==> src/rtl/cpu_ctrl.sv <==
// Fetch/decode/control FSM for the 16-bit CPU: owns PC, IR and DA and drives the datapath.
// Define CPU_CTRL_BRANCH_EN to build B/Bcc/BL/BX/BLX; otherwise opcodes 001/010 halt.
module cpu_ctrl #(
  parameter int              PC_W     = 8,
  parameter logic [PC_W-1:0] RESET_PC = '0
) (
  input  logic            clk,
  input  logic            reset,
  input  logic [15:0]     read_data,
  input  logic [15:0]     datapath_out,
  input  logic [2:0]      Z_out,
  output logic [1:0]      mem_cmd,
  output logic [PC_W-1:0] mem_addr,
  output logic [2:0]      readnum,
  output logic [2:0]      writenum,
  output logic [1:0]      shift,
  output logic [1:0]      ALUop,
  output logic [1:0]      vsel,
  output logic            write,
  output logic            asel,
  output logic            bsel,
  output logic            loada,
  output logic            loadb,
  output logic            loadc,
  output logic            loads,
  output logic            shift_ctrl,
  output logic [15:0]     sximm8,
  output logic [15:0]     sximm5,
  output logic [PC_W-1:0] PC,
  output logic            halted
);

  localparam logic [1:0] MEM_NONE  = 2'b00;
  localparam logic [1:0] MEM_READ  = 2'b01;
  localparam logic [1:0] MEM_WRITE = 2'b10;

  typedef enum logic [4:0] {
    S_RST, S_IF1, S_IF2, S_UPD, S_DEC, S_WIMM, S_GETA, S_GETB, S_EXE, S_WB,
    S_ADDR, S_LDDA, S_RD1, S_RD2, S_GETBD, S_PASS, S_WR,
`ifdef CPU_CTRL_BRANCH_EN
    S_BR, S_BL, S_LINK, S_LDPC,
`endif
    S_HALT
  } state_t;

  state_t state, next_state, dec_target;
  logic [15:0] ir;
  logic [PC_W-1:0] da;
  logic addr_sel;
  logic [2:0] opcode, rn, rd, rm;
  logic [1:0] op, sh;
  logic unused_inputs;

  assign opcode   = ir[15:13];
  assign op       = ir[12:11];
  assign rn       = ir[10:8];
  assign rd       = ir[7:5];
  assign sh       = ir[4:3];
  assign rm       = ir[2:0];
  assign sximm8   = {{8{ir[7]}}, ir[7:0]};
  assign sximm5   = {{11{ir[4]}}, ir[4:0]};
  assign mem_addr = addr_sel ? PC : da;
  assign unused_inputs = ^{datapath_out, Z_out};

`ifdef CPU_CTRL_BRANCH_EN
  logic taken;
  logic [PC_W-1:0] br_target;

  // Condition field shares the Rn bits; flags are {V,N,Z}.
  always_comb begin
    taken = 1'b0;
    case (rn)
      3'b000: taken = 1'b1;
      3'b001: taken = Z_out[0];
      3'b010: taken = ~Z_out[0];
      3'b011: taken = Z_out[1] ^ Z_out[2];
      3'b100: taken = (Z_out[1] ^ Z_out[2]) | Z_out[0];
      default: taken = 1'b0;
    endcase
  end

  assign br_target = PC + sximm8[PC_W-1:0];
`endif

  always_comb begin
    dec_target = S_HALT;
    case ({opcode, op})
      5'b110_10: dec_target = S_WIMM;
      5'b110_00: dec_target = S_GETB;
      5'b101_00, 5'b101_01, 5'b101_10: dec_target = S_GETA;
      5'b101_11: dec_target = S_GETB;
      5'b011_00, 5'b100_00: dec_target = S_GETA;
`ifdef CPU_CTRL_BRANCH_EN
      5'b001_00: dec_target = S_BR;
      5'b010_11: dec_target = S_BL;
      5'b010_00, 5'b010_10: dec_target = S_GETBD;
`endif
      default: dec_target = S_HALT;
    endcase
  end

  always_comb begin
    next_state = state;
    mem_cmd    = MEM_NONE;
    addr_sel   = 1'b0;
    readnum    = 3'd0;
    writenum   = 3'd0;
    shift      = 2'b00;
    ALUop      = 2'b00;
    vsel       = 2'b00;
    write      = 1'b0;
    asel       = 1'b0;
    bsel       = 1'b0;
    loada      = 1'b0;
    loadb      = 1'b0;
    loadc      = 1'b0;
    loads      = 1'b0;
    shift_ctrl = 1'b0;
    halted     = 1'b0;
    case (state)
      S_RST:  next_state = S_IF1;
      S_IF1:  begin addr_sel = 1'b1; mem_cmd = MEM_READ; next_state = S_IF2; end
      S_IF2:  begin addr_sel = 1'b1; mem_cmd = MEM_READ; next_state = S_UPD; end
      S_UPD:  next_state = S_DEC;
      S_DEC:  next_state = dec_target;
      S_WIMM: begin vsel = 2'b10; writenum = rn; write = 1'b1; next_state = S_IF1; end
      S_GETA: begin
        readnum = rn; loada = 1'b1;
        next_state = (opcode == 3'b101) ? S_GETB : S_ADDR;
      end
      S_GETB: begin readnum = rm; loadb = 1'b1; next_state = S_EXE; end
      // MOV and MVN ignore A; CMP only updates the flags.
      S_EXE: begin
        asel  = (opcode == 3'b110) || (op == 2'b11);
        shift = sh;
        ALUop = (opcode == 3'b101) ? op : 2'b00;
        if ((opcode == 3'b101) && (op == 2'b01)) begin
          loads = 1'b1; next_state = S_IF1;
        end else begin
          loadc = 1'b1; next_state = S_WB;
        end
      end
      S_WB:   begin writenum = rd; write = 1'b1; next_state = S_IF1; end
      S_ADDR: begin bsel = 1'b1; shift_ctrl = 1'b1; loadc = 1'b1; next_state = S_LDDA; end
      S_LDDA: next_state = (opcode == 3'b100) ? S_GETBD : S_RD1;
      S_RD1:  begin mem_cmd = MEM_READ; next_state = S_RD2; end
      S_RD2:  begin
        mem_cmd = MEM_READ; vsel = 2'b11; writenum = rd; write = 1'b1; next_state = S_IF1;
      end
      S_GETBD: begin readnum = rd; loadb = 1'b1; next_state = S_PASS; end
      S_PASS: begin
        asel = 1'b1; shift_ctrl = 1'b1; loadc = 1'b1;
`ifdef CPU_CTRL_BRANCH_EN
        if (opcode == 3'b100)   next_state = S_WR;
        else if (op == 2'b10)   next_state = S_LINK;
        else                    next_state = S_LDPC;
`else
        next_state = S_WR;
`endif
      end
      S_WR:   begin mem_cmd = MEM_WRITE; next_state = S_IF1; end
`ifdef CPU_CTRL_BRANCH_EN
      S_BR:   next_state = S_IF1;
      S_BL:   begin writenum = 3'd7; vsel = 2'b01; write = 1'b1; next_state = S_IF1; end
      S_LINK: begin writenum = 3'd7; vsel = 2'b01; write = 1'b1; next_state = S_LDPC; end
      S_LDPC: next_state = S_IF1;
`endif
      S_HALT: halted = 1'b1;
      default: next_state = S_HALT;
    endcase
  end

  always_ff @(posedge clk or posedge reset) begin
    if (reset) state <= S_RST;
    else       state <= next_state;
  end

  always_ff @(posedge clk or posedge reset) begin
    if (reset) begin
      PC <= RESET_PC;
      ir <= '0;
      da <= '0;
    end else begin
      case (state)
        S_IF2:  ir <= read_data;
        S_UPD:  PC <= PC + PC_W'(1);
        S_LDDA: da <= datapath_out[PC_W-1:0];
`ifdef CPU_CTRL_BRANCH_EN
        S_BR:   if (taken) PC <= br_target;
        S_BL:   PC <= br_target;
        S_LDPC: PC <= datapath_out[PC_W-1:0];
`endif
        default: ;
      endcase
    end
  end

endmodule
==> config.mk <==
export PLATFORM = sky130hd
export DESIGN_NAME = cpu_ctrl
export DESIGN_NICKNAME = d
export VERILOG_FILES = /design/src/rtl/cpu_ctrl.sv
export SDC_FILE = /design/constraint.sdc
export NUM_CORES = 1
export LEC_CHECK = 0
export ABC_AREA = 1
export CORE_MARGIN = 3
export CORE_UTILIZATION = 38
export DETAILED_ROUTE_END_ITERATION = 16
export MAX_ROUTING_LAYER = met4
export PLACE_DENSITY = 0.78
export SYNTH_ARGS = -nofsm -noshare
export SYNTH_HDL_FRONTEND = slang
export SYNTH_SLANG_ARGS = --single-unit
==> constraint.sdc <==
create_clock -name clk -period 1.47 [get_ports clk]
set_clock_uncertainty 0.05 [all_clocks]
set_input_delay 0.2205 -clock clk [delete_from_list [all_inputs] [get_ports clk]]
set_output_delay 0.2205 -clock clk [all_outputs]
set_load 0.02 [all_outputs]
======== After elaboration in Yosys (flattened, before gate mapping) ========
Memories as Yosys holds them, arrays and structs flattened.
Index checks and enable logic that the tools add are counted.
storage, ports and cells
  bits of input ports ..................... 37
  bits in registers ....................... 37
  memories ................................ 1
  output and inout bits ................... 71
  bits in read-only memories .............. 128
operators by class
  add/subtract/negate cells ............... 1
  multiplexer cells ....................... 24
  equality and inequality tests ........... 22
  reductions and logical operators ........ 10
memories
  memory           words  bits a word  read ports  clocked after Yosys merged registers in  write ports  line  text
  (no name shown)  32     4            1           0                                        0            87    case ({opcode, op})
operators by type and width
  operator                                                                count
  5-bit one-hot mux with 14 select lines                                  1
  5-bit by 4-bit equality test with 1-bit output (second input constant)  8
  5-bit by 3-bit equality test with 1-bit output (second input constant)  4
  5-bit by 2-bit equality test with 1-bit output (second input constant)  2
  5-bit equality test (second input constant)                             2
  1-bit two-way mux                                                       10
  3-bit equality test (second input constant)                             3
  3-bit one-hot mux with 3 select lines                                   1
  8-bit by 1-bit adder with 8-bit output (second input constant)          1
  2-bit two-way mux                                                       4
  4-bit two-way mux                                                       2
  8-bit two-way mux                                                       1
  2-bit one-hot mux with 2 select lines                                   2
  2-bit OR reduction                                                      4
  3-bit one-hot mux with 2 select lines                                   1
  5-bit by 1-bit equality test with 1-bit output (second input constant)  1
  5-bit logical NOT                                                       1
  5-bit OR reduction                                                      1
  1-bit one-hot mux with 2 select lines                                   2
  4-bit OR reduction                                                      1
  3-bit OR reduction                                                      1
  2-bit by 1-bit equality test with 1-bit output (second input constant)  1
  2-bit equality test (second input constant)                             1
  1-bit logical AND                                                       1
  1-bit logical OR                                                        1

======== Logic depth before layout (Yosys ltp) ========
  depth after elaboration ................. 4
  gate-level depth with buffers ........... 8
  mapped depth without buffers ............ 8

======== Worst setup path before layout ========
No wires, ideal clock.
  path kind ............................... register to output
  start point ............................. register state[1]
  end point ............................... output loads
  arrival time ............................ 1.517 ns
  stages on the path, launching flop included .. 5
  data required time ...................... 1.200 ns
  slack ................................... -0.318 ns
  cells stage by stage .................... dfrtp_1 -> buf_6 -> nor2_1 -> nand3_1 -> nor4_1
between the ends
  cells in the longest elaborated chain, start to end .. 2
RTL lines
  element                                         line  text
  from (decl)                                     46    state_t state, next_state, dec_target;
  from (signal assigned)                          175   else state <= next_state;
  5-bit by 4-bit equality test with 1-bit output  120   case (state)
  1-bit two-way mux                               120
  to (decl)                                       25    output logic loads,
Every way passes these cells.

======== Worst setup path after layout ========
  start point ............................. register state[0]
  end point ............................... output mem_addr[4]
between the ends
  cells in the longest elaborated chain, start to end .. 4
RTL lines
  element                                                                                                           line  text
  5-bit by 2-bit equality test with 1-bit output or 5-bit by 1-bit equality test with 1-bit output (tied branches)  120
  2-bit OR reduction (no source line) *                                                                             n/a
  1-bit two-way mux *                                                                                               120
  8-bit two-way mux *                                                                                               62    assign mem_addr = addr_sel ? PC : da;
  to (decl)                                                                                                         13    output logic [PC_W-1:0] mem_addr,
Mark *: on every way between the ends. The rest lies on a longest branch, timed or not.

==> flow_summary.ini <==
[setup_path]
crit_required_ns = 1.20
crit_fanout = 6
cp-end-kind = output pin
crit_type = flip-flop to output pin
r2r_cells = 8
slowest_stage = dfrtp_1
timing.rr.end = PC[7]
r2r-start = state[3]
path_cells = inv_2 > nor3_4 > buf_6 > nand2_8 > nand2_8 > buf_8 > o21ai_2 > buf_6
arrival_ns = 1.65
rrSetupSlack_ns = -0.22
max_stage_delay_ns = 0.39
startpoint_type = flip-flop

[global_routing]
grt_pass1_vias = 2669
grt_pass1_wl_microns = 12690
antenna_found_initial = 0
grt_max_degree = 38
grt_usage = 0.2257
globalRoute.totalOverflow = 0

[finish]
drive_gt1_frac = 0.5033
area_growth_pct = 87.42
design_area_sq_um = 4399
final-instance-count-excl-fill = 531
final_nets = 496
diodes = 0

[logic_synthesis]
synthCells = 315
ys.flop_type = dfrtp_1
seq_area_frac_synth = 0.3945
synth_area_sq_um = 2347
yosysUniqueCellTypes = 32
syn_nets = 353
async_flop_share = 1.000
synth_seq_cells = 37
synth_warnings = 0
postSynthAreaPerCell_sq_um = 7.452
synth_edf_count = 0

[hold_path]
hold_path_class = input pin to async pin

[floorplanning]
die-area_sq_um = 7156
fp.dieH_microns = 84.60
pin_count = 108
coreArea_sq_um = 5743
start_util = 0.4087
die_w_microns = 84.60
rows = 27

[routing]
firstDrtPassIters = 4
avgRoutedWirePerCell_microns = 16.68
avgViaCountPerCell = 5.098
drc = 0
drt-initial-drc-count = 178
vias = 2707
drtAntennaViolNets = 0
routed_wl_microns = 8856

[power_and_ir_drop]
pwr-share-seq = 0.179
p_comb_frac = 0.733
clkPwrFrac = 0.088
swShare = 0.4815
ir_drop_uv = 2564
p_leak_nw = 2.257
cellPowerDensity_nw_per_um2 = 2419
intPower_w = 0.005517
p_sw_w = 0.005123

[flow_run]
drv_cap = 0

[sta]
fin_ws_ns = -0.4551
holdWs_ns = 0.2244
max_freq_ghz = 0.5195
rsz0062_at_grt = true
setup_viol = 48
fin_crit_ns = 1.925
finalMaxSlewViolations = 0
relSlewSlack = 0.7818
hold_viol = 0
tightestPinTransition_ns = 0.3231
post-route-period-util = 1.310

[clocking]
cts_buffers = 5
root_buffer = clkbuf_8
clock_latency_ns = 0.29
clk_pin_slew_ns = 0.08
cts_hold_buf = 0
cts.sinks = 37
cts_tree = yes
htree_levels = 2
cts_buffer_depth = 2

[run_status]
violations = negative setup slack
status = finished, violations left

[placement]
dp_hpwl_microns = 5194
dp_cells = 498
place_congestion = 0.9574
io_buffers = 96
dpl_cell_area_sq_um = 3597
[area by class of cell]
class,instances,area [sq um]
inverters,39,176.4
clock buffers,7,86.33
multi-input cells,202,1414
fillers,378,1344
clock inverters,1,30.03
repair buffers,173,1673
well taps,72,90.09
flip-flops and latches,37,929.6
[worst max path at each step]
stage	start	to	slack, ns	cells past startpoint
after floorplan	state[0]	mem_cmd[0]	-0.08	6
after global placement	state[0]	mem_addr[1]	-0.58	7
after detailed placement	state[0]	mem_addr[7]	-0.62	7
after CTS	state[0]	mem_addr[0]	-0.42	8
after global routing	state[0]	mem_addr[4]	-0.53	8
final	state[0]	mem_addr[4]	-0.46	8
[repair_timing]
item                       CTS  global route
pin swaps                   17            22
setup endpoints to repair   91            63
gates resized for setup    313            88
gates cloned                 2             0
buffers inserted            16            11
[routing by layer]
layer | global-route usage | vias up | wire length [microns]
li1 | - | 1251 | -
met1 | 0.2586 | 1312 | 3403
met2 | 0.4007 | 116 | 4641
met3 | 0.03827 | 28 | 531
met4 | 0.06906 | 0 | 280
met5 | - | - | 0
[critical path: cells and delay by family, from the launching register on]
kind	cells	cell delay [ns]
AO/OA/AOI/OAI	1	0.07
AND/OR/NAND/NOR	3	0.39
buffers and inverters	4	0.50
flip-flops	1	0.39
[cells in the final DEF (no fill, tap or decap), types with 8 or more instances in the layout]
| cell type | Yosys | routed |
|---|---|---|
| nand3_1 | 22 | 13 |
| nor2_1 | 23 | 11 |
| inv_2 | 8 | 9 |
| o21ai_0 | 17 | 8 |
| nand2_2 | 3 | 18 |
| inv_1 | 31 | 22 |
| nor2_4 | 2 | 15 |
| o21ai_2 | 2 | 11 |
| clkdlybuf4s50_1 | 0 | 25 |
| clkbuf_2 | 0 | 10 |
| buf_4 | 33 | 52 |
| nand2_4 | 3 | 10 |
| buf_6 | 1 | 47 |
| dfrtp_1 | 37 | 34 |
| nand2_1 | 92 | 68 |
| dlygate4sd2_1 | 0 | 25 |
| nand3_2 | 1 | 8 |
[registers in the layout, summed over array words and instances, names as in the netlist]
name   count
state      5
PC         8
da         8
ir        16
[Yosys cell counts, types with 2 or more instances]
cell type,instances,area share
a21oi_1,5,0.011
inv_1,31,0.050
nor3_1,3,0.0064
nor2_1,23,0.037
nor2_4,2,0.0096
inv_2,8,0.013
nand4_1,4,0.011
nor2_2,3,0.0080
nand3_1,22,0.047
buf_4,33,0.11
dfrtp_1,37,0.39
o21ai_0,17,0.036
xor2_1,3,0.011
xnor2_1,2,0.0075
buf_2,3,0.0064
nand2_4,3,0.014
nand2_1,92,0.15
o21ai_1,7,0.015
o21ai_2,2,0.0075
nand2_2,3,0.0080
[through the flow]
stage               setup slack (ns)  utilization  setup TNS [ns]  power [W]
finish                       -0.4551       0.7660          -13.10    0.01064
global route                 -0.5331       0.7660          -16.74    0.01124
CTS                          -0.4161       0.7105          -10.84   0.009657
detailed placement           -0.6196       0.6264          -17.86   0.007979
global placement             -0.5784       0.6264          -16.17   0.007849
floorplan                   -0.08297            -          -1.446   0.005567
[kinds of logic after synthesis]
logic type	after synthesis	share of synthesized area
adders and majority gates	1	0.005330
muxes	1	0.004797
AOI/OAI and AO/OA	35	0.08209
and+or+nand+nor	159	0.3092
buffers and inverters	77	0.1855
xor gates and xnor gates	5	0.01866
DFF	37	0.3945
[power groups by stage]
stage                     clock (W)  combinational (W)  sequential, W
after floorplan                   0            0.00364        0.00193
after global placement            0            0.00599        0.00186
after detailed placement          0            0.00611        0.00187
after CTS                  0.000941            0.00688        0.00184
after global routing       0.000993            0.00828        0.00196
final                      0.000935            0.00780        0.00191
No activity file was read; power rests on OpenSTA's default activity.
